<file path="src/rtl/sa_ax_channel_pkg.sv">
// sa_ax_channel_pkg: shared interconnect widths and reset constants for Ax channel logic
package sa_ax_channel_pkg;
  localparam int BURST_W = 2;
  localparam int LEN_W   = 3;
  localparam int SIZE_W  = 3;
  localparam logic [BURST_W-1:0] RST_BURST = '0;
  localparam logic [LEN_W-1:0]   RST_LEN   = '0;
  localparam logic [SIZE_W-1:0]  RST_SIZE  = '0;
endpackage

</file>
<file path="src/rtl/fifo.sv">
// fifo: synchronous first-word-fall-through FIFO with occupancy count
module fifo #(
  parameter int WIDTH = 8,
  parameter int DEPTH = 8,
  localparam int AW = DEPTH > 1 ? $clog2(DEPTH) : 1
) (
  input  logic             clk,
  input  logic             rst,
  input  logic             wr_en,
  input  logic [WIDTH-1:0] din,
  input  logic             rd_en,
  output logic [WIDTH-1:0] dout,
  output logic             full,
  output logic             empty
);
  logic [WIDTH-1:0] mem [DEPTH];
  logic [AW-1:0] wp, rp;
  logic [AW:0] cnt;
  logic wr, rd;
  assign full  = cnt == (AW+1)'(DEPTH);
  assign empty = cnt == '0;
  assign dout  = mem[rp];
  assign wr = wr_en && !full;
  assign rd = rd_en && !empty;
  always_ff @(posedge clk) begin
    if (rst) begin
      wp  <= '0;
      rp  <= '0;
      cnt <= '0;
    end else begin
      if (wr) mem[wp] <= din;
      if (wr) wp <= wp == AW'(DEPTH-1) ? '0 : wp + AW'(1);
      if (rd) rp <= rp == AW'(DEPTH-1) ? '0 : rp + AW'(1);
      cnt <= cnt + (AW+1)'(wr) - (AW+1)'(rd);
    end
  end
endmodule

</file>
<file path="src/rtl/sa_rr_arbiter.sv">
// sa_rr_arbiter: one-hot request picker searching upward from ptr (ptr=0 gives fixed priority)
module sa_rr_arbiter #(
  parameter int N  = 2,
  parameter int IW = 1
) (
  input  logic [N-1:0]  req,
  input  logic [IW-1:0] ptr,
  output logic [N-1:0]  gnt,
  output logic [IW-1:0] idx
);
  always_comb begin
    idx = '0;
    for (int k = N - 1; k >= 0; k--)
      if (req[(int'(ptr) + k) % N]) idx = IW'((int'(ptr) + k) % N);
  end
  assign gnt = |req ? N'(1) << idx : '0;
endmodule

</file>
<file path="src/rtl/sa_ax_channel.sv">
// sa_ax_channel: arbitrates master Ax requests onto one slave and tracks data-burst ownership.
// Define SA_AX_RR_ARB_EN for round-robin arbitration; otherwise lowest index wins.
module sa_ax_channel
  import sa_ax_channel_pkg::*;
#(
  parameter int MST_AMT         = 2,
  parameter int OUTSTANDING_AMT = 8,
  parameter int ADDR_WIDTH      = 32,
  parameter int TRANS_MST_ID_W  = 5,
  localparam int MST_ID_W = MST_AMT > 1 ? $clog2(MST_AMT) : 1
) (
  input  logic                               ACLK_i,
  input  logic                               ARESET_i,
  input  logic [TRANS_MST_ID_W*MST_AMT-1:0]  dsp_AxID_i,
  input  logic [ADDR_WIDTH*MST_AMT-1:0]      dsp_AxADDR_i,
  input  logic [BURST_W*MST_AMT-1:0]         dsp_AxBURST_i,
  input  logic [LEN_W*MST_AMT-1:0]           dsp_AxLEN_i,
  input  logic [SIZE_W*MST_AMT-1:0]          dsp_AxSIZE_i,
  input  logic [MST_AMT-1:0]                 dsp_AxVALID_i,
  output logic [MST_AMT-1:0]                 dsp_AxREADY_o,
  output logic [MST_ID_W+TRANS_MST_ID_W-1:0] s_AxID_o,
  output logic [ADDR_WIDTH-1:0]              s_AxADDR_o,
  output logic [BURST_W-1:0]                 s_AxBURST_o,
  output logic [LEN_W-1:0]                   s_AxLEN_o,
  output logic [SIZE_W-1:0]                  s_AxSIZE_o,
  output logic                               s_AxVALID_o,
  input  logic                               s_AxREADY_i,
  input  logic                               s_xVALID_i,
  input  logic                               s_xREADY_i,
  output logic [MST_ID_W-1:0]                xDATA_mst_id_o,
  output logic                               xDATA_disable_o
);
  logic [MST_AMT-1:0] gnt;
  logic [MST_ID_W-1:0] idx, ptr;
  logic [MST_ID_W+LEN_W-1:0] head;
  logic [LEN_W-1:0] cnt;
  logic fifo_full, fifo_empty, load_ok, push, beat, pop;
  assign load_ok = (!s_AxVALID_o || s_AxREADY_i) && !fifo_full;
  assign push = load_ok && |dsp_AxVALID_i;
  assign dsp_AxREADY_o = push ? gnt : '0;
  assign beat = s_xVALID_i && s_xREADY_i && !fifo_empty;
  assign pop = beat && cnt == head[LEN_W-1:0];
  assign xDATA_disable_o = fifo_empty;
  assign xDATA_mst_id_o = fifo_empty ? '0 : head[MST_ID_W+LEN_W-1:LEN_W];
  sa_rr_arbiter #(.N(MST_AMT), .IW(MST_ID_W)) u_arb (
    .req(dsp_AxVALID_i), .ptr(ptr), .gnt(gnt), .idx(idx)
  );
  fifo #(.WIDTH(MST_ID_W+LEN_W), .DEPTH(OUTSTANDING_AMT)) u_order (
    .clk(ACLK_i), .rst(ARESET_i), .wr_en(push), .din({idx, dsp_AxLEN_i[idx*LEN_W +: LEN_W]}),
    .rd_en(pop), .dout(head), .full(fifo_full), .empty(fifo_empty)
  );
`ifdef SA_AX_RR_ARB_EN
  always_ff @(posedge ACLK_i) begin
    if (ARESET_i) ptr <= '0;
    else if (push) ptr <= idx == MST_ID_W'(MST_AMT-1) ? '0 : idx + MST_ID_W'(1);
  end
`else
  assign ptr = '0;
`endif
  // Payload only reloads when the stage is free, so it stays stable while stalled
  always_ff @(posedge ACLK_i) begin
    if (ARESET_i) begin
      s_AxVALID_o <= 1'b0;
      s_AxID_o    <= '0;
      s_AxADDR_o  <= '0;
      s_AxBURST_o <= RST_BURST;
      s_AxLEN_o   <= RST_LEN;
      s_AxSIZE_o  <= RST_SIZE;
      cnt         <= '0;
    end else begin
      if (push) begin
        s_AxVALID_o <= 1'b1;
        s_AxID_o    <= {idx, dsp_AxID_i[idx*TRANS_MST_ID_W +: TRANS_MST_ID_W]};
        s_AxADDR_o  <= dsp_AxADDR_i[idx*ADDR_WIDTH +: ADDR_WIDTH];
        s_AxBURST_o <= dsp_AxBURST_i[idx*BURST_W +: BURST_W];
        s_AxLEN_o   <= dsp_AxLEN_i[idx*LEN_W +: LEN_W];
        s_AxSIZE_o  <= dsp_AxSIZE_i[idx*SIZE_W +: SIZE_W];
      end else if (s_AxREADY_i) s_AxVALID_o <= 1'b0;
      if (beat) cnt <= pop ? '0 : cnt + LEN_W'(1);
    end
  end
endmodule

</file>
<file path="config.mk">
export PLATFORM = sky130hd
export DESIGN_NAME = sa_ax_channel
export DESIGN_NICKNAME = d
export VERILOG_FILES = /design/src/rtl/sa_ax_channel_pkg.sv /design/src/rtl/fifo.sv /design/src/rtl/sa_rr_arbiter.sv /design/src/rtl/sa_ax_channel.sv
export SDC_FILE = /design/constraint.sdc
export NUM_CORES = 1
export LEC_CHECK = 0
export BUFFER_PORTS_ARGS = -buffer_cell sky130_fd_sc_hd__buf_2
export CELL_PAD_IN_SITES_DETAIL_PLACEMENT = 0
export CELL_PAD_IN_SITES_GLOBAL_PLACEMENT = 1
export CORE_MARGIN = 3
export CORE_UTILIZATION = 34
export CTS_BUF_LIST = sky130_fd_sc_hd__clkbuf_4 sky130_fd_sc_hd__clkbuf_8 sky130_fd_sc_hd__clkbuf_16
export DETAILED_ROUTE_END_ITERATION = 6
export PLACE_DENSITY_LB_ADDON = 0.15
export SLEW_MARGIN = 10
export SYNTH_ARGS = -nofsm -noshare
export SYNTH_HDL_FRONTEND = slang
export SYNTH_SLANG_ARGS = --single-unit
</file>
<file path="constraint.sdc">
create_clock -name ACLK_i -period 2.6 [get_ports ACLK_i]
set_input_delay 0.26 -clock ACLK_i [delete_from_list [all_inputs] [get_ports ACLK_i]]
set_output_delay 0.26 -clock ACLK_i [all_outputs]
set_load 0.01 [all_outputs]
</file>
# Word level (Yosys, flattened, before mapping)

Memory sizes are Yosys's and may differ from the RTL's. A register that Yosys moved wholly into a read port is not among the register bits.
Index checks and enable logic that the tools add are counted.

Output and inout bits: 51
Memory bits (writable): 32
Logic and storage cells: 57
Bits in registers: 60
Memories: 1
Input bits: 97

Memories:

| memory      | depth | width | read ports | clocked after memory_dff | write ports | RTL line   | RTL |
|---|---|---|---|---|---|---|---|
| u_order.mem | 8     | 4     | 1          | 1                        | 1           | fifo.sv:16 | `logic [WIDTH-1:0] mem [DEPTH];` |

Reduce and logical (&&, ||, !) cells: 14
Shifts and indexed selects: 6
$add $sub $neg: 5
Mux-type cells: 15
Equality and inequality tests: 4
$mul: 2

Operators with widths:

| kind                                                                | count |
|---|---|
| 64-bit by 7-bit indexed part select with 32-bit output              | 1 |
| 3-bit 2-to-1 mux                                                    | 5 |
| 6-bit by 4-bit indexed part select with 3-bit output                | 2 |
| 10-bit by 5-bit indexed part select with 5-bit output               | 1 |
| 3-bit by 1-bit adder with 3-bit output (second input constant)      | 3 |
| 1-bit 2-to-1 mux                                                    | 8 |
| 1-bit logical AND                                                   | 7 |
| 3-bit equality test (second input constant)                         | 2 |
| 4-bit by 1-bit adder with 4-bit output                              | 1 |
| 4-bit equality test (second input constant)                         | 1 |
| 4-bit logical NOT                                                   | 1 |
| 1-bit by 3-bit multiplier with 4-bit output (second input constant) | 1 |
| 2-bit 2-to-1 mux                                                    | 2 |
| 4-bit by 3-bit indexed part select with 2-bit output                | 1 |
| 4-bit by 1-bit subtractor with 4-bit output                         | 1 |
| 3-bit equality test                                                 | 1 |
| 1-bit logical NOT                                                   | 3 |
| 1-bit by 2-bit multiplier with 3-bit output (second input constant) | 1 |
| 2-bit nonzero test                                                  | 1 |
| 2-bit OR reduction                                                  | 1 |
| 1-bit by 1-bit << shifter with 2-bit output (first input constant)  | 1 |
| 1-bit logical OR                                                    | 1 |

# Longest topological paths before layout

Depth in word-level cells: 8
Mapped depth: 13

# Cells and area by module

From an unflattened synthesis, not the netlist that was laid out.

Cells, all modules: 375
Area total of the unflattened synthesis: 4514.3 um^2

Modules (own cells, without submodules):

| module        | cells an instance | instances | area an instance (um^2) |
|---|---|---|---|
| sa_ax_channel | 246               | 1         | 2533.7 |
| fifo          | 125               | 1         | 1954.4 |
| sa_rr_arbiter | 4                 | 1         | 26.3 |

# Worst setup path after synthesis

No wires, ideal clock.

Kind: register to register
Start point: register (tool-made name)
End point: register u_order.cnt[2]
Arrival time: 2522 ps
Slack: -49 ps
Clock period less this slack: 2649 ps
Data required time: 2472 ps
Path buffers: 2
Cell stages (with the launch flop): 14
Cell sequence: dfxtp_1 > buf_6 > mux2i_1 > mux4_2 > xor2_1 > and4_1 > buf_6 > ha_1 > inv_1 > ha_1 > inv_1 > fa_1 > xor2_1 > nor2_1

RTL lines:

| what                 | RTL line   | RTL |
|---|---|---|
| to (signal assigned) | fifo.sv:34 | `cnt <= cnt + (AW+1)'(wr) - (AW+1)'(rd);` |
| to (decl)            | fifo.sv:18 | `logic [AW:0] cnt;` |

==> flow_metrics.env <==
export IMPL_yosys_top_cells_area="dfxtp_1 (30%), edfxtp_1 (23%), mux2i_1 (14%)"
export IMPL_ctsLongestPathBuffers=2
export IMPL_synth_compound_area_share_pct=9.84
export IMPL_areaGrowthSynthToFinish_pct=31.2
export IMPL_ys_ff_latch=95
export IMPL_skew_ps=5.93
export IMPL_yosys_area_share_simple_pct=10.1
export IMPL_syn_inst=368
export IMPL_synthDistinctLibCells=35
export IMPL_io_pins=148
export IMPL_clkLatencyLatePin_ps=340
export IMPL_crit_fanout=8
export IMPL_drive_gt1_share_pct=37.9
export IMPL_p_per_area_nw_per_um2=796
export IMPL_timing_final_ws_setup_ps=43.5
export IMPL_antenna_found_initial=0
export IMPL_drt_vias_per_instance=4.73
export IMPL_min_period_ps=2560
export IMPL_drc=0
export IMPL_ir_drop_mv=0.305
export IMPL_cp_slowest_cell="fa_2"
export IMPL_tightest_slew_ps=759
export IMPL_die_x_um=116
export IMPL_dp_slack_ps=-119
export IMPL_cts_buffers=9
export IMPL_holdCritPathClass="in -> reg"
export IMPL_postLayoutCoreUtil_pct=46.6
export IMPL_whs_ps=207
export IMPL_synth_top_area_share_pct=30.4
export IMPL_start_kind="register"
export IMPL_routed_wl_mm=10.1
export IMPL_start_util_pct=35.6
export IMPL_synth_edff_count=32
export IMPL_die_y_um=116
export IMPL_syn_area_per_cell_um2=11.3
export IMPL_leakage_nw=2.32
export IMPL_critPathCaptureType="register"
export IMPL_timing_final_crit_share_pct=98.3
export IMPL_required_ps=2820
export IMPL_antenna_cells=0
export IMPL_rows=39
export IMPL_cts_htree_levels=3
export IMPL_yosysSeqAreaShare_pct=53.6
export IMPL_die_area_um2=13600
export IMPL_rsz0062_at_grt="yes"
export IMPL_grt_overflow=0
export IMPL_drv_slew=0
export IMPL_synthMuxAreaShare_pct=17.7
export IMPL_synth_xor_area_share_pct=1.27
export IMPL_cts_tree="yes"
export IMPL_core_um2=11700
export IMPL_yosysMostFrequentCell="dfxtp_1"
export IMPL_async_flop_share_pct=0
export IMPL_synth_top_family_by_area="multiplexers"
export IMPL_multiInputGateArea_um2=1810
export IMPL_ant_nets=0
export IMPL_synth_cells_most_frequent="dfxtp_1 (63), mux2i_1 (57), nor2_1 (55), a211oi_1 (42), edfxtp_1 (32)"
export IMPL_gp_congestion=0.746
export IMPL_filler_cell_count=1097
export IMPL_io_buffers=147
export IMPL_clkSinkCount=95
export IMPL_crit_chain="buf_12, mux2i_1, mux4_2, xor2_1, and4_4, ha_4, inv_4, ha_4, inv_2, fa_2, nor2_1"
export IMPL_vias=3151
export IMPL_regArea_um2=2230
export IMPL_setup_violations=0
export IMPL_routedWlPerCell_um=15.1
export IMPL_detailed_place_hpwl_mm=7.70
export IMPL_synthFlopType="dfxtp_1"
export IMPL_clkSlewWorstSetupHoldPaths_ps=70
export IMPL_cpMostUsedCell="ha_4"
export IMPL_grt_pass1_wl_mm=16.0
export IMPL_synth_area_um2=4150
export IMPL_max_cap_viol_count=0
export IMPL_final_nets=627
export IMPL_first_global_vias=3149
export IMPL_drt_initial_drc_count=75
export IMPL_track_usage_pct=15.3
export IMPL_cts_root_buf="clkbuf_16"
export IMPL_crit_path_max_incr_delay_ps=510
export IMPL_grt_max_degree=57
export IMPL_fmax_ghz=0.391
export IMPL_status="complete, no violations"
export IMPL_yosysWarnings=0
export IMPL_timing_slew_headroom_pct=49.0
export IMPL_synth_nets=477
export IMPL_worstPathArrival_ps=2770
export IMPL_hold_viol=0
export IMPL_synth_top_area_cell="dfxtp_1"
export IMPL_synthAdderAreaFrac_pct=3.80
export IMPL_critPathKind="reg -> reg"
export IMPL_first_pass_iters=4
## power breakdown
group          internal, W  total (W)  switching [W]
Combinational     0.000536    0.00123       0.000691
Clock             0.000651    0.00122       0.000566
Sequential         0.00176    0.00188       0.000123
## path summary, 6_finish.rpt
kind	startpoint	end	slack [ps]	cells past startpoint
max	register	u_order.cnt[1]	40	11
min	s_AxREADY_i	s_AxVALID_o	210	4
max reg2reg	register	u_order.cnt[1]	40	11
min reg2reg	s_AxLEN_o[1]	s_AxLEN_o[1]	460	2
## flip-flops by register name (all words and copies together), names as in the netlist, named ones only
register	flops
cnt	3
s_AxADDR_o	32
s_AxBURST_o	2
s_AxID_o	6
s_AxLEN_o	3
s_AxSIZE_o	3
s_AxVALID_o	1
u_order.cnt	4
u_order.mem	32
u_order.rp	3
u_order.wp	3
## cells by family (layout without fill, tap and decap cells)
| family | Yosys count | count (layout) |
|---|---|---|
| and+or+nand+nor | 97 | 97 |
| AOI/OAI and AO/OA | 57 | 57 |
| muxes | 66 | 66 |
| xor gates and xnor gates | 6 | 6 |
| adders and majority gates | 12 | 12 |
| DFF | 95 | 95 |
| buffers and inverters | 35 | 190 |
## what timing repair did
| item | CTS | global route |
|---|---|---|
| pin swaps | 1 | 8 |
| hold buffers | 0 | 0 |
| buffers inserted | 0 | 4 |
| endpoints found under the setup margin | 3 | 3 |
| resized for setup | 4 | 4 |
## critical path: cells and delay by family (launching register included)
kind                       cells  cell delay (ps)
xor gates and xnor gates       1              150
adders and majority gates      3              840
buffers and inverters          3              230
DFF                            1              330
muxes                          2              580
and+or+nand+nor                2              290
## per-stage QoR
step	area [µm²]	std cells	total power, W	setup TNS (ps)
2_1_floorplan	4170	368	0.00265	0
3_3_place_gp	5100	646	0.00310	-58.5
3_5_place_dp	5100	646	0.00313	-283
4_1_cts	5380	662	0.00436	0
5_1_grt	5440	666	0.00463	-214
6_report	5440	666	0.00433	0
## final cells by class
| type | instances | area share [%] |
|---|---|---|
| timing repair buffer | 165 | 16.8 |
| tap | 143 | 3.29 |
| clock buffer | 9 | 4.14 |
| clock inverter | 7 | 0.897 |
| inverter | 9 | 0.667 |
| multi-input combinational | 238 | 33.3 |
| sequential | 95 | 40.9 |
## layer usage
metal / vias up / global-route usage (%) / wire length (µm) / share of wire, %
li1: 1623 / - / - / -
met1: 1430 / 19.7 / 4380 / 43
met2: 85 / 24.8 / 4990 / 50
met3: 13 / 3.83 / 543 / 5.4
met4: 0 / 6.03 / 157 / 1.6
met5: - / 0 / 0 / 0
## placed cells by master (no fill, tap or decap), drive strengths merged, types with 2 or more instances in the layout
master  instances
buf           165
dfxtp          63
mux2i          57
nor2           55
a211oi         42
edfxtp         32
nand2          20
ha             11
a21oi          10
inv            10
clkbuf          9
mux4            5
xor2            5
nor3            5
nand2b          5
clkinv          5
mux2            4
and2            3
nor2b           3
nand3b          2
Power figures use the tool's default switching activity.
